--- src/rtl/store_buffer_pkg.sv ---
// Shared definitions for the store buffer slice.
// Provides default geometry (depth, address/data widths), the pointer width
// and the packed entry record {addr, data, pc} held in each buffer slot.
package sb_pkg;

    localparam int unsigned SB_DEPTH = 4;
    localparam int unsigned SB_AW    = 12;
    localparam int unsigned SB_DW    = 32;
    localparam int unsigned SB_PW    = $clog2(SB_DEPTH);

    typedef struct packed {
        logic [SB_AW-1:0] addr;
        logic [SB_DW-1:0] data;
        logic [SB_DW-1:0] pc;
    } sb_entry_t;

endpackage

--- src/rtl/store_buffer_if.sv ---
// M-stage <-> store buffer port bundle.
//   st_valid/st_addr/st_data/st_pc : store presented by M stage
//   st_ready                       : buffer can accept a store (!full)
//   ld_valid/ld_addr               : M-stage load (DM port busy)
//   fwd_hit/fwd_data               : youngest buffered match for ld_addr
// master = M stage, slave = store buffer.
interface store_buffer_if
    import sb_pkg::*;
#(
    parameter int unsigned AW = SB_AW,
    parameter int unsigned DW = SB_DW
);
    logic          st_valid;
    logic [AW-1:0] st_addr;
    logic [DW-1:0] st_data;
    logic [DW-1:0] st_pc;
    logic          st_ready;
    logic          ld_valid;
    logic [AW-1:0] ld_addr;
    logic          fwd_hit;
    logic [DW-1:0] fwd_data;

    modport master (
        output st_valid, st_addr, st_data, st_pc, ld_valid, ld_addr,
        input  st_ready, fwd_hit, fwd_data
    );

    modport slave (
        input  st_valid, st_addr, st_data, st_pc, ld_valid, ld_addr,
        output st_ready, fwd_hit, fwd_data
    );
endinterface

--- src/rtl/store_buffer_fwd_match.sv ---
// sb_fwd_match: combinational youngest-match search for load forwarding.
// Walks from tail-1 back toward head; the first valid entry whose address
// equals ld_addr wins.
//   valid   : per-slot occupancy mask
//   addrs   : per-slot word addresses
//   datas   : per-slot store data
//   head    : oldest slot, tail : next free slot
//   ld_addr : load word address
//   hit     : a match was found
//   data    : matching data, 0 when no hit
module sb_fwd_match
    import sb_pkg::*;
#(
    parameter int unsigned DEPTH = SB_DEPTH,
    parameter int unsigned AW    = SB_AW,
    parameter int unsigned DW    = SB_DW,
    localparam int unsigned PW   = $clog2(DEPTH)
) (
    input  logic [DEPTH-1:0]         valid,
    input  logic [DEPTH-1:0][AW-1:0] addrs,
    input  logic [DEPTH-1:0][DW-1:0] datas,
    input  logic [PW-1:0]            head,
    input  logic [PW-1:0]            tail,
    input  logic [AW-1:0]            ld_addr,
    output logic                     hit,
    output logic [DW-1:0]            data
);

    logic [PW-1:0] idx;
    logic          done;

    always_comb begin
        hit  = 1'b0;
        data = '0;
        idx  = '0;
        done = 1'b0;
        for (int k = 0; k < DEPTH; k++) begin
            idx = tail - PW'(k + 1);
            if (!done && valid[idx] && (addrs[idx] == ld_addr)) begin
                hit  = 1'b1;
                data = datas[idx];
                done = 1'b1;
            end
            // Head is the oldest slot; nothing older to search.
            if (idx == head) begin
                done = 1'b1;
            end
        end
    end

endmodule

--- src/rtl/store_buffer.sv ---
// store_buffer: in-order FIFO of pending word stores between M-stage memory
// logic and the DM write port. Retires the oldest store whenever no load
// needs DM's shared address port, and forwards buffered data to loads.
// Ports:
//   clk, reset (synchronous, active low)
//   m_port  : store_buffer_if.slave (store push, load forward)
//   dm_we/dm_wa/dm_wd/dm_pc : DM write port plus originating PC for trace
//   count/empty/full        : occupancy status
// Entry storage uses sb_pkg::sb_entry_t, sized by the package AW/DW.
// Optional: STORE_BUF_COALESCE_EN merges a store into the youngest entry when
// addresses match (in place, accepted even when full).
module store_buffer
    import sb_pkg::*;
#(
    parameter int unsigned DEPTH = SB_DEPTH,
    parameter int unsigned AW    = SB_AW,
    parameter int unsigned DW    = SB_DW
) (
    input  logic                   clk,
    input  logic                   reset,
    store_buffer_if.slave          m_port,
    output logic                   dm_we,
    output logic [AW-1:0]          dm_wa,
    output logic [DW-1:0]          dm_wd,
    output logic [DW-1:0]          dm_pc,
    output logic [$clog2(DEPTH):0] count,
    output logic                   empty,
    output logic                   full
);

    localparam int unsigned PW = $clog2(DEPTH);
    localparam int unsigned CW = PW + 1;

    sb_entry_t     mem [DEPTH];
    logic [PW-1:0] head_q, tail_q;
    logic [CW-1:0] count_q;
    logic          push, drain;

    assign count = count_q;
    assign empty = (count_q == '0);
    assign full  = (count_q == CW'(DEPTH));
    // Deliberately ignores a same-cycle drain to keep st_ready off that path.
    assign m_port.st_ready = !full;

    // Gated by reset so no write escapes in a reset cycle.
    assign drain = reset && !empty && !m_port.ld_valid;

`ifdef STORE_BUF_COALESCE_EN
    logic [PW-1:0] young;
    logic          coal;

    assign young = tail_q - PW'(1);
    // Youngest entry that is also the draining head must not absorb the store.
    assign coal  = m_port.st_valid && !empty && (mem[young].addr == m_port.st_addr)
                   && !((count_q == CW'(1)) && drain);
    assign push  = m_port.st_valid && !full && !coal;
`else
    assign push  = m_port.st_valid && !full;
`endif

    always_ff @(posedge clk) begin
        if (push) begin
            mem[tail_q] <= '{addr: m_port.st_addr, data: m_port.st_data, pc: m_port.st_pc};
        end
`ifdef STORE_BUF_COALESCE_EN
        if (coal) begin
            mem[young].data <= m_port.st_data;
            mem[young].pc   <= m_port.st_pc;
        end
`endif
    end

    always_ff @(posedge clk) begin
        if (!reset) begin
            head_q  <= '0;
            tail_q  <= '0;
            count_q <= '0;
        end else begin
            if (push) begin
                tail_q <= tail_q + PW'(1);
            end
            if (drain) begin
                head_q <= head_q + PW'(1);
            end
            case ({push, drain})
                2'b10:   count_q <= count_q + CW'(1);
                2'b01:   count_q <= count_q - CW'(1);
                default: count_q <= count_q;
            endcase
        end
    end

    always_comb begin
        dm_we = drain;
        dm_wa = '0;
        dm_wd = '0;
        dm_pc = '0;
        if (!empty) begin
            dm_wa = mem[head_q].addr;
            dm_wd = mem[head_q].data;
            dm_pc = mem[head_q].pc;
        end
    end

    // Occupancy mask and flattened views for the forwarding search.
    logic [DEPTH-1:0]         valid;
    logic [DEPTH-1:0][AW-1:0] ent_addr;
    logic [DEPTH-1:0][DW-1:0] ent_data;
    logic [PW-1:0]            off;

    always_comb begin
        valid    = '0;
        ent_addr = '0;
        ent_data = '0;
        off      = '0;
        for (int i = 0; i < DEPTH; i++) begin
            off         = PW'(i) - head_q;
            valid[i]    = ({1'b0, off} < count_q);
            ent_addr[i] = mem[i].addr;
            ent_data[i] = mem[i].data;
        end
    end

    sb_fwd_match #(
        .DEPTH (DEPTH),
        .AW    (AW),
        .DW    (DW)
    ) u_fwd (
        .valid   (valid),
        .addrs   (ent_addr),
        .datas   (ent_data),
        .head    (head_q),
        .tail    (tail_q),
        .ld_addr (m_port.ld_addr),
        .hit     (m_port.fwd_hit),
        .data    (m_port.fwd_data)
    );

endmodule

--- src/flat_wrapper.sv ---
// flat-port wrapper written by rule: the top's interface ports become plain ports
module store_buffer_flat import sb_pkg::*;
#(
    parameter int unsigned DEPTH = SB_DEPTH,
    parameter int unsigned AW    = SB_AW,
    parameter int unsigned DW    = SB_DW
)
  (clk, reset, dm_we, dm_wa, dm_wd, dm_pc, count, empty, full, m_port_st_valid, m_port_st_addr, m_port_st_data, m_port_st_pc, m_port_ld_valid, m_port_ld_addr, m_port_st_ready, m_port_fwd_hit, m_port_fwd_data);
  store_buffer_if #(.AW(AW), .DW(DW)) m_port_i ();
  input  logic clk;
  input  logic reset;
  output logic dm_we;
  output logic [AW-1:0] dm_wa;
  output logic [DW-1:0] dm_wd;
  output logic [DW-1:0] dm_pc;
  output logic [$clog2(DEPTH):0] count;
  output logic empty;
  output logic full;
  input wire logic [$bits(m_port_i.st_valid)-1:0] m_port_st_valid;
  input wire logic [$bits(m_port_i.st_addr)-1:0] m_port_st_addr;
  input wire logic [$bits(m_port_i.st_data)-1:0] m_port_st_data;
  input wire logic [$bits(m_port_i.st_pc)-1:0] m_port_st_pc;
  input wire logic [$bits(m_port_i.ld_valid)-1:0] m_port_ld_valid;
  input wire logic [$bits(m_port_i.ld_addr)-1:0] m_port_ld_addr;
  output wire logic [$bits(m_port_i.st_ready)-1:0] m_port_st_ready;
  output wire logic [$bits(m_port_i.fwd_hit)-1:0] m_port_fwd_hit;
  output wire logic [$bits(m_port_i.fwd_data)-1:0] m_port_fwd_data;
  assign m_port_i.st_valid = m_port_st_valid;
  assign m_port_i.st_addr = m_port_st_addr;
  assign m_port_i.st_data = m_port_st_data;
  assign m_port_i.st_pc = m_port_st_pc;
  assign m_port_i.ld_valid = m_port_ld_valid;
  assign m_port_i.ld_addr = m_port_ld_addr;
  assign m_port_st_ready = m_port_i.st_ready;
  assign m_port_fwd_hit = m_port_i.fwd_hit;
  assign m_port_fwd_data = m_port_i.fwd_data;
  store_buffer #(.DEPTH(DEPTH), .AW(AW), .DW(DW)) u_core (.clk(clk), .reset(reset), .m_port(m_port_i), .dm_we(dm_we), .dm_wa(dm_wa), .dm_wd(dm_wd), .dm_pc(dm_pc), .count(count), .empty(empty), .full(full));
endmodule
--- config.mk ---
export PLATFORM = sky130hd
export DESIGN_NAME = store_buffer_flat
export DESIGN_NICKNAME = d
export VERILOG_FILES = /design/src/rtl/store_buffer_pkg.sv /design/src/rtl/store_buffer_if.sv /design/src/rtl/store_buffer_fwd_match.sv /design/src/rtl/store_buffer.sv /design/src/flat_wrapper.sv
export SDC_FILE = /design/constraint.sdc
export NUM_CORES = 1
export LEC_CHECK = 0
export ABC_AREA = 1
export BUFFER_PORTS_ARGS = -buffer_cell sky130_fd_sc_hd__buf_2
export CAP_MARGIN = 5
export CORE_AREA = 3 3 187 189
export DETAILED_ROUTE_END_ITERATION = 12
export DIE_AREA = 0 0 190 192
export GPL_TIMING_DRIVEN = 0
export PLACE_DENSITY = 0.75
export RECOVER_POWER = 100
export SYNTH_ARGS = -nofsm -noshare
export SYNTH_HDL_FRONTEND = slang
export SYNTH_SLANG_ARGS = --single-unit
--- constraint.sdc ---
create_clock -name clk -period 10 [get_ports clk]
set_clock_uncertainty 0.05 [all_clocks]
set_input_delay 0.5 -clock clk [delete_from_list [all_inputs] [get_ports clk]]
set_output_delay 0.5 -clock clk [all_outputs]
set_load 0.02 [all_outputs]
==> results of run 1 <==
==> power groups by stage <==
stage	Sequential (mW)	Combinational (mW)	Clock [mW]
after floorplan	1.57	0.681	0
after global placement	1.59	1.05	0
after detailed placement	1.57	1.08	0
after CTS	1.55	1.09	1.26
after global routing	1.56	1.18	1.31
final	1.55	1.07	1.25
==> state kept, by name (all words and copies together), names as in the netlist, named ones only <==
register       cells
u_core.mem       304
u_core.count       3
u_core.tail_q      2
u_core.head_q      2
==> cell families (layout without fill, tap and decap cells) <==
logic type               count (synthesis)  count (layout)
AO/OA/AOI/OAI                          546             546
flip-flops                             313             313
XOR/XNOR                                16              16
buffers and inverters                  305             584
other                                    0               3
adder cells (fa/ha/maj)                 10              10
AND/OR/NAND/NOR                       1120            1120
==> layout make-up <==
cell class / instances / area share (%)
buffer: 163 / 3.39
clock buffer: 47 / 4.53
timing repair buffer: 218 / 4.16
antenna: 3 / 0.0361
inverter: 142 / 2.57
tap: 448 / 2.70
sequential: 313 / 44.8
multi-input combinational: 1692 / 37.1
clock inverter: 14 / 0.776
==> layout by cell type, fill, tap and decap left out, types with 4 or more instances in the layout <==
cell type    n
buf_4        6
clkbuf_16   35
clkinv_1     5
inv_1      138
ha_1         9
o211ai_1    30
nand2_1    615
nand3b_1     4
nand3_1    275
clkbuf_1   307
nand4_1      9
xor2_1      14
nor2_1     207
a21oi_1    123
buf_2       56
buf_6        4
buf_1       17
o21ai_0    389
edfxtp_1   304
dfxtp_1      9
nor3_1       4
==> worst paths after layout <==
path | startpoint | to | slack (ns) | depth (start not counted)
hold reg to reg | u_core.count[1] | u_core.count[1] | 0.54 | 2
hold / removal | m_port_st_data[1] | u_core.mem[0][33] | 0.15 | 1
setup / recovery | u_core.tail_q[1] | m_port_fwd_data[26] | 2.35 | 23
setup reg to reg | u_core.tail_q[1] | u_core.mem[1][49] | 3.14 | 10
==> per-layer routing <==
layer  wire length [µm]  GRT usage, %
met1              25000          46.7
met2              28200          53.0
met3               7420          7.65
met4               2510          14.8
met5                  0             0
==> worst register-to-register path: cells and delay by family, from the launching register on <==
family / cells / cell delay (ns)
DFF: 1 / 0.35
buffers and inverters: 8 / 3.89
adders and majority gates: 1 / 0.24
and+or+nand+nor: 1 / 1.97
==> through the flow <==
step | worst slack, ns | total power [mW] | util [%] | instances
6_report | 2.35 | 3.87 | 62.1 | 3040
5_1_grt | 1.97 | 4.04 | 62.1 | 3040
4_1_cts | 3.93 | 3.89 | 63.5 | 3037
3_5_place_dp | 4.55 | 2.65 | 60.2 | 2976
3_3_place_gp | 1.28 | 2.64 | 59.4 | 2965
2_1_floorplan | 4.77 | 2.25 | - | 2310
==> qor.yml, run 1 <==
drt:
  drc_errors: 0
  drt.antenna.violating_nets: 0
  via_per_inst: 6.01
  drt-pass1-iter-count: 7
  drt_iter0_markers: 2325
  routedWlPerCell_um: 20.8
  wl_mm: 63.1
  vias: 18300
cells_and_area:
  final_nets: 2667
  layout-drive-gt1-share_pct: 4.71
  area_growth_pct: 13.8
  seq_area_um2: 9310
  design_area_um2: 20800
  multi_input_area_um2: 7700
  fill_cells: 3040
sta:
  hold_viol_final: 0
  slew_headroom_pct: -82.0
  worstMarginPinSlew_ns: 2.72
  fin_setup_tns_ns: 0
  fmax_mhz: 131
  finalSetupViolations: 0
  fin_crit_ns: 7.65
  hold_slack_ns: 0.155
  finalMaxSlewViolations: 249
  rsz0062_at_grt: "no"
  post-route-period-util_pct: 76.5
synthesis:
  synth_xor_xnor_area_share_pct: 0.767
  synthSimpleGateAreaFrac_pct: 25.3
  synthTopCellsByArea: "edfxtp_1 (50%), nand2_1 (13%), o21ai_0 (11%)"
  synth_nets: 2412
  synth-edff-count: 304
  syn_area_um2: 18300
  ys_seq_area_share_pct: 50.9
  synthFlopType: "edfxtp_1"
  ys_top_cells_by_count: "nand2_1 (615), o21ai_0 (389), edfxtp_1 (304)"
  synth_top_family_by_area: "simple AND/OR/NAND/NOR gates"
  synth_most_common_cell: "nand2_1"
  yosysWarningCount: 0
  synth_fa_ha_area_share_pct: 0.726
  ys_async_sr_fraction_pct: 0
  ys_seq_elements: 313
  synth.mux.area_fraction_pct: 0
  avgSynthCellArea_um2: 7.91
  synth_compound_area_share_pct: 15.4
  yosys.area.top_type: "edfxtp_1"
  syn_inst: 2310
  synth_cell_type_count: 29
  synthDominantCellAreaShare_pct: 50.0
pwr:
  p_sw_mw: 1.37
  switching_share_pct: 35.3
  p_per_area_nw_per_um2: 186
  p_int_mw: 2.51
  max-vdd-ir-drop_mv: 0.193
  clkPwrFrac_pct: 32.2
  p_comb_share_pct: 27.7
  p_seq_share_pct: 40.1
  leakagePower_nw: 8.04
place:
  hpwl_mm: 44.3
  placed_area_um2: 20100
  gp_congestion: 0.976
  port_buffers: 207
floorplanning:
  core_um2: 33400
  std_cell_rows: 67
  initial_core_util_pct: 54.6
  pin_count: 208
  die-area_um2: 36500
  die_y_um: 192
  die_x_um: 190
worst_setup_path:
  setup.worst_path.start_class: "flip-flop"
  path_cells: "inv_1, clkbuf_1, clkbuf_1, clkbuf_1, clkbuf_1, ha_1, clkbuf_1, clkbuf_1, nand3_1, nand3_1, nand2_1, inv_1, nand2_1, nor2_1, nand2_1, nor2_1, nor2_1, nand3_1, clkbuf_1, nand3_1, nand3_1, nand2_1, clkbuf_1"
  slowest_stage: "clkbuf_1"
  cpPeakStageDelay_ns: 0.62
  required_ns: 9.45
  worstPathArrival_ns: 7.10
  crit_path_frequent_cell: "clkbuf_1"
  critPathKind: "reg2out"
  crit_buf_inv: 10
  cp_top_family: "buffers and inverters"
  cp-end-kind: "output pin"
  cp_max_fo: 11
clock_tree:
  htree_levels: 2
  cts_tree: "done"
  clk_pin_slew_worst_paths_ns: 0.06
  cts_sinks: 313
  clock_latency_ns: 0.55
  cts.repair.resized: 0
  hold_buffers: 0
  root_buffer: "clkbuf_16"
  clock_path_buffers: 3
  cts_setup_buffers: 0
  cts_buffers: 35
min_path:
  hold_path_class: "in2reg"
grt:
  grt_pass1_vias: 17200
  grt_max_degree: 31
  antenna_found_initial: 4
  track_usage_pct: 34.3
  grt_pass1_wl_mm: 97.0
  gr-total-overflow: 0
outcome:
  violations: "max-capacitance violations, max-slew violations"
  status: "finished with violations"
job:
  maxCapViolCount: 10
Power figures use the tool's default switching activity.
==> run 2, diff against run 1 <==
--- a/config.mk
+++ b/config.mk
@@ -8,11 +8,11 @@
 export ABC_AREA = 1
 export BUFFER_PORTS_ARGS = -buffer_cell sky130_fd_sc_hd__buf_2
 export CAP_MARGIN = 5
-export CORE_AREA = 3 3 187 189
+export CORE_AREA = 3 3 188 190
 export DETAILED_ROUTE_END_ITERATION = 12
-export DIE_AREA = 0 0 190 192
+export DIE_AREA = 0 0 191 193
 export GPL_TIMING_DRIVEN = 0
-export PLACE_DENSITY = 0.75
+export PLACE_DENSITY = 0.77
 export RECOVER_POWER = 100
 export SYNTH_ARGS = -nofsm -noshare
 export SYNTH_HDL_FRONTEND = slang
==> constraint.sdc (replaced) <==
create_clock -name clk -period 6.8 [get_ports clk]
set_clock_uncertainty 0.05 [all_clocks]
set_input_delay 0.34 -clock clk [delete_from_list [all_inputs] [get_ports clk]]
set_output_delay 0.34 -clock clk [all_outputs]
set_load 0.02 [all_outputs]
==> qor.yml, run 2 (synthesis gave the netlist of run 1 again) <==
worst_setup_path:
  r2r_end: "u_core.mem[2][15]"
  crit_buf_inv: 10  # unchanged
  slowest_stage: "clkbuf_1"
  cp_top_family: "buffers and inverters"
  setup.worst_path.start_class: "flip-flop"
  path_cells: "buf_4, inv_4, clkbuf_1, clkbuf_1, clkbuf_1, ha_1, buf_2, inv_2, buf_2, nand3_1, nand2_1, xor2_1, nand3_1, nor2_1, nand2_1, nor2_4, nor2_2, nand2_2, buf_2, nand3_1, nand2_1, clkbuf_1"
  required_ns: 6.41  # -3.04 ns
  r2r_slack_ns: 0.68  # -2.46 ns
  cp-end-kind: "output pin"
  cp_max_fo: 11  # unchanged
  crit_path_frequent_cell: "clkbuf_1"
  cpPeakStageDelay_ns: 0.55  # -0.07 ns
  reg2reg_from: "u_core.tail_q[0]"
  worstPathArrival_ns: 5.93  # -1.17 ns
  reg2regPathDepth: 10  # unchanged
  critPathKind: "reg2out"
cells_and_area:
  final_common_cell: "nand2_1"
  largest_register: "u_core.mem"
  final_nets: 2742  # +2.8%
  layout-drive-gt1-share_pct: 5.29  # +0.57 points
  largest_reg_flops: 304  # unchanged
  design_area_um2: 21600  # +3.8%
  area_growth_pct: 18.1
  most-common-layout-cells: "nand2_1 (615), o21ai_0 (389), edfxtp_1 (304)"
  final_cells: 3117  # +2.5%
drt:
  wl_mm: 65.4  # +3.7%
  drt.antenna.violating_nets: 0  # unchanged
  vias: 18900  # +3.2%
  drt_iter0_markers: 2627  # +13%
  drt-pass1-iter-count: 8  # +1
  via_per_inst: 6.05  # +0.66%
  drc_errors: 0  # unchanged
  routedWlPerCell_um: 21.0  # +1.2%
clock_tree:
  htree_levels: 2  # unchanged
  clock_latency_ns: 0.56  # about the same
  root_buffer: "clkbuf_16"
  clock_path_buffers: 3  # unchanged
  cts_sinks: 313  # unchanged
  hold_buffers: 76  # +76
  cts_tree: "done"
  cts.repair.resized: 0  # unchanged
  clk_pin_slew_worst_paths_ns: 0.05  # about the same
  cts_buffers: 35  # unchanged
  cts_setup_buffers: 0  # unchanged
sta:
  hold_slack_ns: 0.0492  # -0.106 ns
  rsz0062_at_grt: "no"
  worstMarginPinSlew_ns: 3.07  # +0.351 ns
  fin_crit_ns: 6.32
  fmax_mhz: 158
  fin_setup_tns_ns: 0  # unchanged
  slew_headroom_pct: -106  # -23 points
  post-route-period-util_pct: 92.9
  finalMaxSlewViolations: 203  # -18%
  finalSetupViolations: 0  # unchanged
  hold_viol_final: 0  # unchanged
floorplanning:
  std_cell_rows: 67  # unchanged
  die-area_um2: 36900  # +1.0%
  core_um2: 33600  # +0.50%
  die_y_um: 193  # +0.52%
  pin_count: 208  # unchanged
  initial_core_util_pct: 54.4  # -0.27 points
  die_x_um: 191  # +0.53%
place:
  gp_congestion: 1.02  # +4.0%
  port_buffers: 207  # unchanged
  placedCellCount: 2975  # -0.034%
  placed_area_um2: 20100  # about the same
  hpwl_mm: 44.7  # +0.91%
min_path:
  hold_end: "u_core.count[1]"
  hold_depth: 3  # +2
  hold_path_class: "in2reg"
  worstHoldStart: "reset"
outcome:
  violations: "max-capacitance violations, max-slew violations"
  status: "finished with violations"
grt:
  grt_pass1_wl_mm: 100  # +3.4%
  grt_max_degree: 30  # -3.2%
  antenna_found_initial: 1  # -3
  grt_pass1_vias: 18100  # +4.8%
  gr-total-overflow: 0  # unchanged
  track_usage_pct: 35.1  # +0.83 points
pwr:
  max-vdd-ir-drop_mv: 0.268  # +39%
  leakagePower_nw: 8.42  # +4.7%
  p_per_area_nw_per_um2: 268  # +44%
job:
  maxCapViolCount: 8  # -2
-- run 2: worst reg2reg max path, cell delays in order (launching register included) --
cell	delay, ns
dfxtp_1	0.34
buf_4	0.17
inv_4	0.10
clkbuf_1	0.51
clkbuf_1	0.56
clkbuf_1	0.47
ha_1	0.24
inv_1	0.04
nor2_1	2.23
buf_12	0.28
clkbuf_2	0.74
-- run 2: how the worst max path moves through the flow --
| stage | startpoint | end | cells after the start |
|---|---|---|---|
| 3_5_place_dp | u_core.tail_q[1] | m_port_fwd_data[28] | 24 |
| 6_report | u_core.tail_q[0] | m_port_fwd_data[30] | 22 |
| 4_1_cts | u_core.tail_q[1] | m_port_fwd_data[28] | 24 |
| 2_1_floorplan | u_core.tail_q[1] | u_core.mem[0][0] | 8 |
| 5_1_grt | u_core.tail_q[0] | m_port_fwd_data[27] | 24 |
| 3_3_place_gp | u_core.tail_q[1] | u_core.mem[1][49] | 8 |
-- run 2: area by class of cell --
cell class              instances  area, µm²
diodes                          2       5.00
plain buffers                 163        718
clock buffers                  45        933
clock inverters                19        188
fillers                      2965      12000
inverters                     142        536
multi-input cells            1692       7710
flip-flops and latches        313       9310
well taps                     448        561
repair buffers                293       1630
-- run 2: routing by layer --
metal | vias to the layer above | track usage [%] | share of wire [%]
li1 | 8556 | - | -
met1 | 8692 | 47.7 | 39
met2 | 1400 | 53.3 | 44
met3 | 205 | 8.70 | 13
met4 | 0 | 16.7 | 4.2
met5 | - | 0 | 0
-- run 2: stage by stage --
| stage | utilization [%] | power [mW] | setup slack [ns] |
|---|---|---|---|
| 6_report | 64.2 | 5.78 | 0.482 |
| 5_1_grt | 64.2 | 6.02 | 0.197 |
| 4_1_cts | 65.4 | 5.78 | 0.877 |
| 3_5_place_dp | 59.8 | 3.91 | 1.49 |
| 3_3_place_gp | 59.1 | 3.87 | -1.94 |
| 2_1_floorplan | - | 3.31 | 1.57 |
-- run 2: power by group --
group / total (mW) / leakage (nW) / internal [mW] / switching, mW
registers: 2.28 / 2.86 / 2.23 / 0.0482
clock network: 1.86 / 0.535 / 1.06 / 0.799
logic: 1.63 / 5.02 / 0.424 / 1.21
